**config.mk**
```make
export PLATFORM = sky130hd
export DESIGN_NAME = display_bcd_sequencer
export DESIGN_NICKNAME = d
export VERILOG_FILES = /design/src/rtl/display_bcd_sequencer.sv
export SDC_FILE = /design/constraint.sdc
export NUM_CORES = 1
export LEC_CHECK = 0
export BUFFER_PORTS_ARGS = -buffer_cell sky130_fd_sc_hd__buf_2
export CORE_MARGIN = 2
export CORE_UTILIZATION = 60
export CTS_CLUSTER_DIAMETER = 40
export CTS_CLUSTER_SIZE = 10
export DETAILED_ROUTE_END_ITERATION = 8
export GPL_TIMING_DRIVEN = 0
export PLACE_DENSITY = 0.92
export SETUP_SLACK_MARGIN = 0.5
export SYNTH_ARGS = -nofsm -noshare
export SYNTH_HDL_FRONTEND = slang
export SYNTH_SLANG_ARGS = --single-unit
```
**constraint.sdc**
```tcl
create_clock -name clk -period 5.2 [get_ports clk]
set_clock_uncertainty 0.05 [all_clocks]
set_input_delay 0.78 -clock clk [delete_from_list [all_inputs] [get_ports clk]]
set_output_delay 0.78 -clock clk [all_outputs]
set_load 0.01 [all_outputs]
```
**src/rtl/display_bcd_sequencer.sv**
```systemverilog
// display_bcd_sequencer
//   Front end for the 8-digit seven-segment driver. Takes a binary value over
//   a valid/ready handshake, converts it to BCD with a sequential double-dabble
//   engine, applies leading-zero blanking and decimal-point placement, then
//   holds the resulting word stable until the next update.
// Ports
//   clk, reset      clock, synchronous active-high reset
//   in_valid/ready  handshake; ready only while idle
//   in_value        unsigned binary value to display
//   in_dp_en/pos    light the decimal point of digit in_dp_pos (0 = rightmost)
//   in_blank_lz     enable leading-zero blanking
//   bcd_out         digit i in bits [4i+3:4i]
//   decimal_points  bit i lights the dp of digit i
//   overflow        last accepted value exceeded 99_999_999
//   done            one-cycle pulse when the outputs have just updated
module display_bcd_sequencer #(
  parameter int unsigned BIN_WIDTH  = 27,
  parameter logic [3:0]  BLANK_CODE = 4'hF
) (
  input  logic                 clk,
  input  logic                 reset,
  input  logic                 in_valid,
  output logic                 in_ready,
  input  logic [BIN_WIDTH-1:0] in_value,
  input  logic                 in_dp_en,
  input  logic [2:0]           in_dp_pos,
  input  logic                 in_blank_lz,
  output logic [31:0]          bcd_out,
  output logic [7:0]           decimal_points,
  output logic                 overflow,
  output logic                 done
);

  localparam int unsigned CntW = $clog2(BIN_WIDTH);
  localparam logic [BIN_WIDTH-1:0] MaxVal = BIN_WIDTH'(99_999_999);

  typedef enum logic [1:0] {StIdle, StConvert, StBlank, StUpdate} state_e;

  state_e               state_q, state_d;
  logic [BIN_WIDTH-1:0] bin_sr_q, bin_sr_d;
  logic [31:0]          bcd_sr_q, bcd_sr_d;
  logic [CntW-1:0]      cnt_q, cnt_d;
  logic                 ovf_q, ovf_d;
  logic                 dp_en_q, dp_en_d;
  logic [2:0]           dp_pos_q, dp_pos_d;
  logic                 blank_lz_q, blank_lz_d;
  logic [31:0]          disp_q, disp_d;
  logic [7:0]           dpw_q, dpw_d;
  logic [31:0]          bcd_out_q, bcd_out_d;
  logic [7:0]           dp_out_q, dp_out_d;
  logic                 ovf_out_q, ovf_out_d;
  logic                 done_q, done_d;

  logic [31:0] bcd_adj;
  logic [2:0]  msd;
  logic [2:0]  keep;

  always_ff @(posedge clk) begin
    if (reset) begin
      state_q    <= StIdle;
      bin_sr_q   <= '0;
      bcd_sr_q   <= '0;
      cnt_q      <= '0;
      ovf_q      <= 1'b0;
      dp_en_q    <= 1'b0;
      dp_pos_q   <= '0;
      blank_lz_q <= 1'b0;
      disp_q     <= {8{BLANK_CODE}};
      dpw_q      <= '0;
      bcd_out_q  <= {8{BLANK_CODE}};
      dp_out_q   <= '0;
      ovf_out_q  <= 1'b0;
      done_q     <= 1'b0;
    end else begin
      state_q    <= state_d;
      bin_sr_q   <= bin_sr_d;
      bcd_sr_q   <= bcd_sr_d;
      cnt_q      <= cnt_d;
      ovf_q      <= ovf_d;
      dp_en_q    <= dp_en_d;
      dp_pos_q   <= dp_pos_d;
      blank_lz_q <= blank_lz_d;
      disp_q     <= disp_d;
      dpw_q      <= dpw_d;
      bcd_out_q  <= bcd_out_d;
      dp_out_q   <= dp_out_d;
      ovf_out_q  <= ovf_out_d;
      done_q     <= done_d;
    end
  end

  always_comb begin
    state_d    = state_q;
    bin_sr_d   = bin_sr_q;
    bcd_sr_d   = bcd_sr_q;
    cnt_d      = cnt_q;
    ovf_d      = ovf_q;
    dp_en_d    = dp_en_q;
    dp_pos_d   = dp_pos_q;
    blank_lz_d = blank_lz_q;
    disp_d     = disp_q;
    dpw_d      = dpw_q;
    bcd_out_d  = bcd_out_q;
    dp_out_d   = dp_out_q;
    ovf_out_d  = ovf_out_q;
    done_d     = 1'b0;
    bcd_adj    = bcd_sr_q;
    msd        = '0;
    keep       = '0;

    // Per-nibble add-3 correction; 4-bit adds, no carry into the next nibble.
    for (int unsigned i = 0; i < 8; i++) begin
      if (bcd_sr_q[4*i +: 4] >= 4'd5) bcd_adj[4*i +: 4] = bcd_sr_q[4*i +: 4] + 4'd3;
    end

    // Most-significant nonzero digit of the finished conversion.
    for (int unsigned i = 0; i < 8; i++) begin
      if (bcd_sr_q[4*i +: 4] != 4'd0) msd = 3'(i);
    end
    keep = (dp_en_q && (dp_pos_q > msd)) ? dp_pos_q : msd;

    case (state_q)
      StIdle: begin
        if (in_valid) begin
          bin_sr_d   = in_value;
          bcd_sr_d   = '0;
          cnt_d      = CntW'(BIN_WIDTH - 1);
          ovf_d      = (in_value > MaxVal);
          dp_en_d    = in_dp_en;
          dp_pos_d   = in_dp_pos;
          blank_lz_d = in_blank_lz;
          state_d    = StConvert;
        end
      end
      StConvert: begin
        {bcd_sr_d, bin_sr_d} = {bcd_adj, bin_sr_q} << 1;
        if (cnt_q == '0) state_d = StBlank;
        else             cnt_d   = cnt_q - 1'b1;
      end
      StBlank: begin
        for (int unsigned i = 0; i < 8; i++) begin
          if (blank_lz_q && (3'(i) > keep)) disp_d[4*i +: 4] = BLANK_CODE;
          else                              disp_d[4*i +: 4] = bcd_sr_q[4*i +: 4];
        end
        dpw_d = dp_en_q ? (8'b1 << dp_pos_q) : 8'h00;
        if (ovf_q) begin
          disp_d = {8{BLANK_CODE}};
          dpw_d  = 8'h00;
        end
        state_d = StUpdate;
      end
      StUpdate: begin
        bcd_out_d = disp_q;
        dp_out_d  = dpw_q;
        ovf_out_d = ovf_q;
        done_d    = 1'b1;
        state_d   = StIdle;
      end
      default: state_d = StIdle;
    endcase
  end

  assign in_ready       = (state_q == StIdle);
  assign bcd_out        = bcd_out_q;
  assign decimal_points = dp_out_q;
  assign overflow       = ovf_out_q;
  assign done           = done_q;

endmodule

```
### After elaboration in Yosys (flattened, before gate mapping)

Index checks and enable logic that the tools add are counted.

* register bits after elaboration: 154
* input port bits: 35
* output and inout port bits: 43
* logic and storage cells: 109

* add/sub/neg operators: 9
* magnitude comparators: 18
* eq/ne operators: 6
* shift operators: 1
* mux-type cells: 38
* reductions and logical operators: 23

Operators with widths (number)
* 2-to-1 mux 32 bit: 2
* one-hot mux 32 bit (2 select lines): 1
* 2-to-1 mux 4 bit: 15
* one-hot mux 27 bit (2 select lines): 1
* >= comparator 4 x 3 -> 1 bit, second input constant: 8
* adder 4 x 2 -> 4 bit, second input constant: 7
* nonzero test 4 bit: 7
* > comparator 27 bit, second input constant: 1
* 2-to-1 mux 27 bit: 1
* 2-to-1 mux 3 bit: 8
* 2-to-1 mux 8 bit: 2
* > comparator 3 bit, first input constant: 4
* 2-to-1 mux 5 bit: 2
* one-hot mux 5 bit (2 select lines): 1
* logical AND 1 bit: 9
* one-hot mux 2 bit (4 select lines): 1
* left shift 1 x 3 -> 8 bit, first input constant: 1
* > comparator 1 x 3 -> 1 bit, first input constant: 2
* > comparator 2 x 3 -> 1 bit, first input constant: 2
* inequality test 2 bit, second input constant: 3
* AND reduction 2 bit: 3
* zero test 5 bit: 1
* subtractor 5 x 1 -> 5 bit, second input constant: 1
* == test 2 bit, second input constant: 2
* 8 further kinds: 10

### Logic depth before layout (Yosys ltp)

* depth after elaboration: 15
* depth in mapped cells: 12
* gate-level depth less buffers: 12

### Worst setup path before layout

OpenSTA, ideal clock, no wires.

* kind: register to register
* start: register bcd_sr_q[20]
* end: register disp_q[20]
* library setup time: 0.117 ns
* data arrival time: 2.949 ns
* required time: 5.033 ns
* slack: 2.085 ns
* stages on the path, launching flop included: 13
* buffers on the path: 0
* period minus slack after synthesis: 3.115 ns
* cells stage by stage: dfxtp_1 inv_1 ha_1 or3b_1 a2111oi_0 o21ai_1 ha_1 nand3_1 o211ai_1 o21ba_2 or2_1 o31a_1 o22a_1

* longest elaborated chain between the ends: 11

Ends and longest elaborated chain
* start: declaration: line 41 `logic [31:0] bcd_sr_q, bcd_sr_d;`
* start signal: assignment: line 77 `bcd_sr_q <= bcd_sr_d;`
* nonzero test 4 bit: line 118 `if (bcd_sr_q[4*i +: 4] != 4'd0) msd = 3'(i);`
* 2-to-1 mux 3 bit (3 in a row): line 118
* > comparator 3 bit: line 120 `keep = (dp_en_q && (dp_pos_q > msd)) ? dp_pos_q : msd;`
* logical AND 1 bit: line 120
* 2-to-1 mux 3 bit: line 120
* > comparator 3 bit: line 142 `if (blank_lz_q && (3'(i) > keep)) disp_d[4*i +: 4] = BLANK_CODE;`
* logical AND 1 bit: line 142
* 2-to-1 mux 4 bit *: line 142
* 2-to-1 mux 32 bit *: line 146 `if (ovf_q) begin`
* end signal: assignment: line 68 `disp_q <= {8{BLANK_CODE}};`
* end signal: assignment: line 83 `disp_q <= disp_d;`
* end: declaration: line 47 `logic [31:0] disp_q, disp_d;`

Mark *: on every way between the ends. The rest lies on a longest branch, timed or not.
A chain may end at the register's enable or synchronous reset.

### Worst setup path after layout

* start: register bcd_sr_q[20]
* end: register disp_q[19]

* longest elaborated chain between the ends: 11

Ends and longest elaborated chain (line)
* nonzero test 4 bit *: 118
* 2-to-1 mux 3 bit * (3 in a row): 118
* > comparator 3 bit: 120
* logical AND 1 bit: 120
* 2-to-1 mux 3 bit *: 120
* > comparator 3 bit *: 142
* logical AND 1 bit *: 142
* 2-to-1 mux 4 bit *: 142
* 2-to-1 mux 32 bit *: 146

Marked as above.

==> run_summary.xml <==
<?xml version="1.0" encoding="UTF-8"?>
<metrics>
  <group name="run_status">
    <metric name="run_status" unit="">completed</metric>
  </group>
  <group name="drt">
    <metric name="wl_met1" unit="um">7490</metric>
    <metric name="drt_pass1_iterations" unit="">5</metric>
    <metric name="wl_met3" unit="um">981</metric>
    <metric name="routed-via-count" unit="">6106</metric>
    <metric name="via_per_inst" unit="">5.95</metric>
    <metric name="totalWireLength" unit="um">16700</metric>
    <metric name="drt_drc_violations_left" unit="">0</metric>
    <metric name="highest_layer" unit="">met4</metric>
    <metric name="dr.first_iter.drc_count" unit="">612</metric>
    <metric name="route.met2.wl" unit="um">7850</metric>
    <metric name="drtAntennaViolNets" unit="">0</metric>
    <metric name="wl_per_cell" unit="um">16.2</metric>
  </group>
  <group name="cts">
    <metric name="cts_num_sinks" unit="">154</metric>
    <metric name="cts.clk_slew.worst_paths" unit="ns">0.06</metric>
    <metric name="hold_buffers" unit="">0</metric>
    <metric name="post_cts_buffers" unit="">0</metric>
    <metric name="clockBufferDepth" unit="">2</metric>
    <metric name="cts_resized" unit="">0</metric>
    <metric name="htreeDepth" unit="">4</metric>
    <metric name="tritoncts.num_buffers" unit="">17</metric>
    <metric name="worst_skew_pair.late_latency" unit="ns">0.42</metric>
    <metric name="tritoncts_clock_tree" unit="">built</metric>
    <metric name="cts_root_buffer" unit="">clkbuf_16</metric>
  </group>
  <group name="worst_setup_path">
    <metric name="worst_setup_path_end_kind" unit="">flip-flop</metric>
    <metric name="reg2reg_setup_slack" unit="ns">1.42</metric>
    <metric name="timing_worst_setup_path_type" unit="">reg2reg</metric>
    <metric name="crit_path_max_fo" unit="">6</metric>
    <metric name="cells_on_worst_reg2reg_path" unit="">12</metric>
    <metric name="crit_path_cell_trace" unit="">inv_1 -&gt; ha_1 -&gt; or3b_1 -&gt; a2111oi_0 -&gt; o21ai_1 -&gt; ha_1 -&gt; nand2_1 -&gt; a21oi_1 -&gt; nor3_1 -&gt; mux2i_1 -&gt; or3b_1 -&gt; o22a_1</metric>
    <metric name="critical_path_buf_inv_count" unit="">1</metric>
    <metric name="regToRegStartpoint" unit="">bcd_sr_q[20]</metric>
    <metric name="worstSetupStartpoint" unit="">bcd_sr_q[20]</metric>
    <metric name="critical_path.top_delay_family" unit="">compound AO/OA/AOI/OAI gates</metric>
    <metric name="crit_slowest_cell" unit="">or3b_1</metric>
    <metric name="worstPathArrival" unit="ns">4.05</metric>
    <metric name="timing.critical_path.required" unit="ns">5.46</metric>
    <metric name="cp.depth" unit="">12</metric>
    <metric name="critical_path.startpoint_type" unit="">flip-flop</metric>
    <metric name="critical-path-max-stage-delay" unit="ns">0.47</metric>
  </group>
  <group name="logic_synthesis">
    <metric name="yosys_register_bits" unit="">154</metric>
    <metric name="syn-num-nets" unit="">837</metric>
    <metric name="syn_area" unit="um2">6970</metric>
    <metric name="yosysWarningCount" unit="">0</metric>
    <metric name="synth.avg_cell_area" unit="um2">9.00</metric>
    <metric name="ys_types" unit="">52</metric>
    <metric name="ys_dominant_reg_cell" unit="">dfxtp_1</metric>
    <metric name="synth_enable_flop_cells" unit="">0</metric>
    <metric name="synth_seq_area_share" unit="">0.443</metric>
    <metric name="asyncSetResetFlopFracSynth" unit="">0</metric>
    <metric name="synthCells" unit="">774</metric>
  </group>
  <group name="die">
    <metric name="die_h" unit="um">112</metric>
    <metric name="floorplan.core_area" unit="um2">11400</metric>
    <metric name="floorplan.initialDensity" unit="">0.613</metric>
    <metric name="dieArea" unit="um2">12500</metric>
    <metric name="design.portCount" unit="">78</metric>
    <metric name="rows" unit="">39</metric>
    <metric name="chipWidth" unit="um">112</metric>
  </group>
  <group name="cells_and_area">
    <metric name="fillCellCount" unit="">824</metric>
    <metric name="post-route-cell-area" unit="um2">8140</metric>
    <metric name="synthToLayoutAreaGrowth" unit="%">16.9</metric>
    <metric name="layout-drive-gt1-share" unit="">0.135</metric>
    <metric name="final_core_util" unit="">0.716</metric>
    <metric name="num-nets-final" unit="">933</metric>
    <metric name="num_antenna_cells" unit="">0</metric>
  </group>
  <group name="sta">
    <metric name="fin_ws" unit="ns">1.42</metric>
    <metric name="worst_slew_pin_slew" unit="ns">0.775</metric>
    <metric name="post-route-min-period" unit="ns">3.78</metric>
    <metric name="rsz0062_at_grt" unit="">false</metric>
    <metric name="final_hold_viol_count" unit="">0</metric>
    <metric name="headroom_to_the_max_slew_limit" unit="">0.483</metric>
    <metric name="slew_viol_final" unit="">0</metric>
    <metric name="timing.final.crit_share" unit="">0.727</metric>
    <metric name="setup_viol_count_final" unit="">0</metric>
    <metric name="fin_setup_tns" unit="ns">0</metric>
    <metric name="max_clock_freq" unit="MHz">264</metric>
  </group>
  <group name="power">
    <metric name="peakVddDrop" unit="mV">0.424</metric>
    <metric name="p_per_area" unit="nW/um2">501</metric>
    <metric name="power.static_leakage" unit="nW">3.06</metric>
  </group>
  <group name="worst_hold_path">
    <metric name="min-delay-path-class" unit="">reg2reg</metric>
    <metric name="worstHoldStart" unit="">disp_q[12]</metric>
    <metric name="worstHoldPathCells" unit="">1</metric>
  </group>
  <group name="grt">
    <metric name="vias_in_the_first_global_route" unit="">5590</metric>
    <metric name="global_route.usage.total" unit="">0.267</metric>
    <metric name="globalRouteOverflowTotal" unit="">0</metric>
    <metric name="grt_max_degree" unit="">17</metric>
    <metric name="first_pass_grt_wire_length" unit="um">27100</metric>
    <metric name="number_of_antenna_violations_at_the_first_check_in_global_routing" unit="">0</metric>
  </group>
  <group name="placed_design">
    <metric name="dpl.hpwl" unit="um">11800</metric>
    <metric name="numPortBuffers" unit="">77</metric>
    <metric name="pre_cts_ws" unit="ns">1.52</metric>
    <metric name="gp_congestion" unit="">0.974</metric>
    <metric name="placed_cell_area" unit="um2">7530</metric>
  </group>
  <group name="run">
    <metric name="max_cap_viol_count" unit="">0</metric>
  </group>
</metrics>
layout by cell type (no fill, tap or decap), types with 3 or more instances in the layout:
| master | synthesis | final |
|---|---|---|
| clkbuf_1 | 41 | 42 |
| a32oi_1 | 8 | 8 |
| o211ai_1 | 4 | 4 |
| o32ai_1 | 4 | 4 |
| xor2_1 | 6 | 6 |
| and2_1 | 3 | 3 |
| nor3b_1 | 5 | 5 |
| nand3_1 | 5 | 5 |
| buf_2 | 1 | 78 |
| nor3_1 | 15 | 15 |
| clkinv_4 | 0 | 4 |
| dfxtp_1 | 154 | 154 |
| a22oi_1 | 28 | 28 |
| o31ai_1 | 7 | 7 |
| nand2b_1 | 20 | 20 |
| a31oi_1 | 7 | 7 |
| or3b_1 | 4 | 4 |
| bufinv_16 | 0 | 3 |
| xnor2_1 | 8 | 8 |
| o22a_1 | 16 | 16 |
| nor2_1 | 110 | 110 |
| nor2b_1 | 35 | 35 |
| nand2_1 | 40 | 40 |
| inv_1 | 21 | 21 |
| mux2i_1 | 38 | 38 |
| clkbuf_16 | 0 | 17 |
| buf_1 | 8 | 8 |
| o21ai_0 | 24 | 24 |
| a21oi_1 | 37 | 37 |
| ha_1 | 28 | 28 |
| a211o_1 | 32 | 32 |
| a211oi_1 | 28 | 28 |
| o21ai_1 | 5 | 5 |
| or2_1 | 3 | 3 |
state kept, by name (all words and copies together), names as in the netlist:
name            flops
bcd_out            32
bcd_sr_q           32
bin_sr_q           27
blank_lz_q          1
cnt_q               5
decimal_points      8
disp_q             32
done                1
dp_en_q             1
dp_pos_q            3
dpw_q               8
overflow            1
ovf_q               1
state_q             2
layer usage:
layer  GRT usage  vias up
li1            -     2958
met1       0.349     2895
met2       0.442      226
met3      0.0528       27
met4      0.0938        0
met5           0        -
power by group:
group / total, mW / switching, mW / internal (mW)
combinational: 1.20 / 0.743 / 0.457
clock: 1.27 / 0.500 / 0.771
sequential: 1.61 / 0.161 / 1.45
total: 4.08 / 1.40 / 2.67
worst reg2reg max path: stages, from the launching register on:
cell and delay, ns:
dfxtp_1 0.38, inv_1 0.08, ha_1 0.24, or3b_1 0.43, a2111oi_0 0.44, o21ai_1 0.26, ha_1 0.36, nand2_1 0.05
a21oi_1 0.34, nor3_1 0.14, mux2i_1 0.22, or3b_1 0.47, o22a_1 0.22
synthesized netlist by cell type (8+ instances only):
| cell type | count | area [um2] |
|---|---|---|
| buf_1 | 8 | 30.0 |
| a211oi_1 | 28 | 210 |
| nor2b_1 | 35 | 219 |
| nor2_1 | 110 | 413 |
| mux2i_1 | 38 | 380 |
| nor3_1 | 15 | 75.1 |
| clkbuf_1 | 41 | 154 |
| xnor2_1 | 8 | 70.1 |
| nand2_1 | 40 | 150 |
| dfxtp_1 | 154 | 3080 |
| a32oi_1 | 8 | 70.1 |
| a211o_1 | 32 | 280 |
| inv_1 | 21 | 78.8 |
| nand2b_1 | 20 | 125 |
| a21oi_1 | 37 | 185 |
| o21ai_0 | 24 | 120 |
| a22oi_1 | 28 | 210 |
| o22a_1 | 16 | 140 |
| ha_1 | 28 | 350 |
cell families after synthesis:
family          Yosys count  share of synthesized area
simple gates            256                      0.179
flops                   154                      0.443
xor+xnor                 14                     0.0176
fa+ha+maj                28                     0.0503
mux                      39                     0.0562
compound gates          210                      0.214
buf+inv                  73                     0.0395
through the flow:
stage / hold WS [ns] / instances / power [mW]
floorplan: 0.384 / 774 / 2.47
finish: 0.410 / 1026 / 4.08
detailed placement: 0.404 / 994 / 2.81
CTS: 0.416 / 1026 / 4.08
global route: 0.430 / 1026 / 4.28
global placement: 0.395 / 994 / 2.75
path summary, 6_finish.rpt:
path,end
worst max-delay path,disp_q[19]
worst min-delay path,bcd_out[12]
worst max register to register,disp_q[19]
worst min register to register,bcd_out[12]
layout make-up:
| class | count | area, um2 | area share |
|---|---|---|---|
| tap | 143 | 179 | 0.0220 |
| multi-input combinational | 547 | 3610 | 0.443 |
| buffer | 50 | 189 | 0.0232 |
| timing repair buffer | 77 | 385 | 0.0473 |
| sequential | 154 | 3080 | 0.379 |
| inverter | 23 | 86.3 | 0.0106 |
| clock buffer | 19 | 443 | 0.0544 |
| clock inverter | 13 | 168 | 0.0206 |
(Power assumes the default switching activity.)
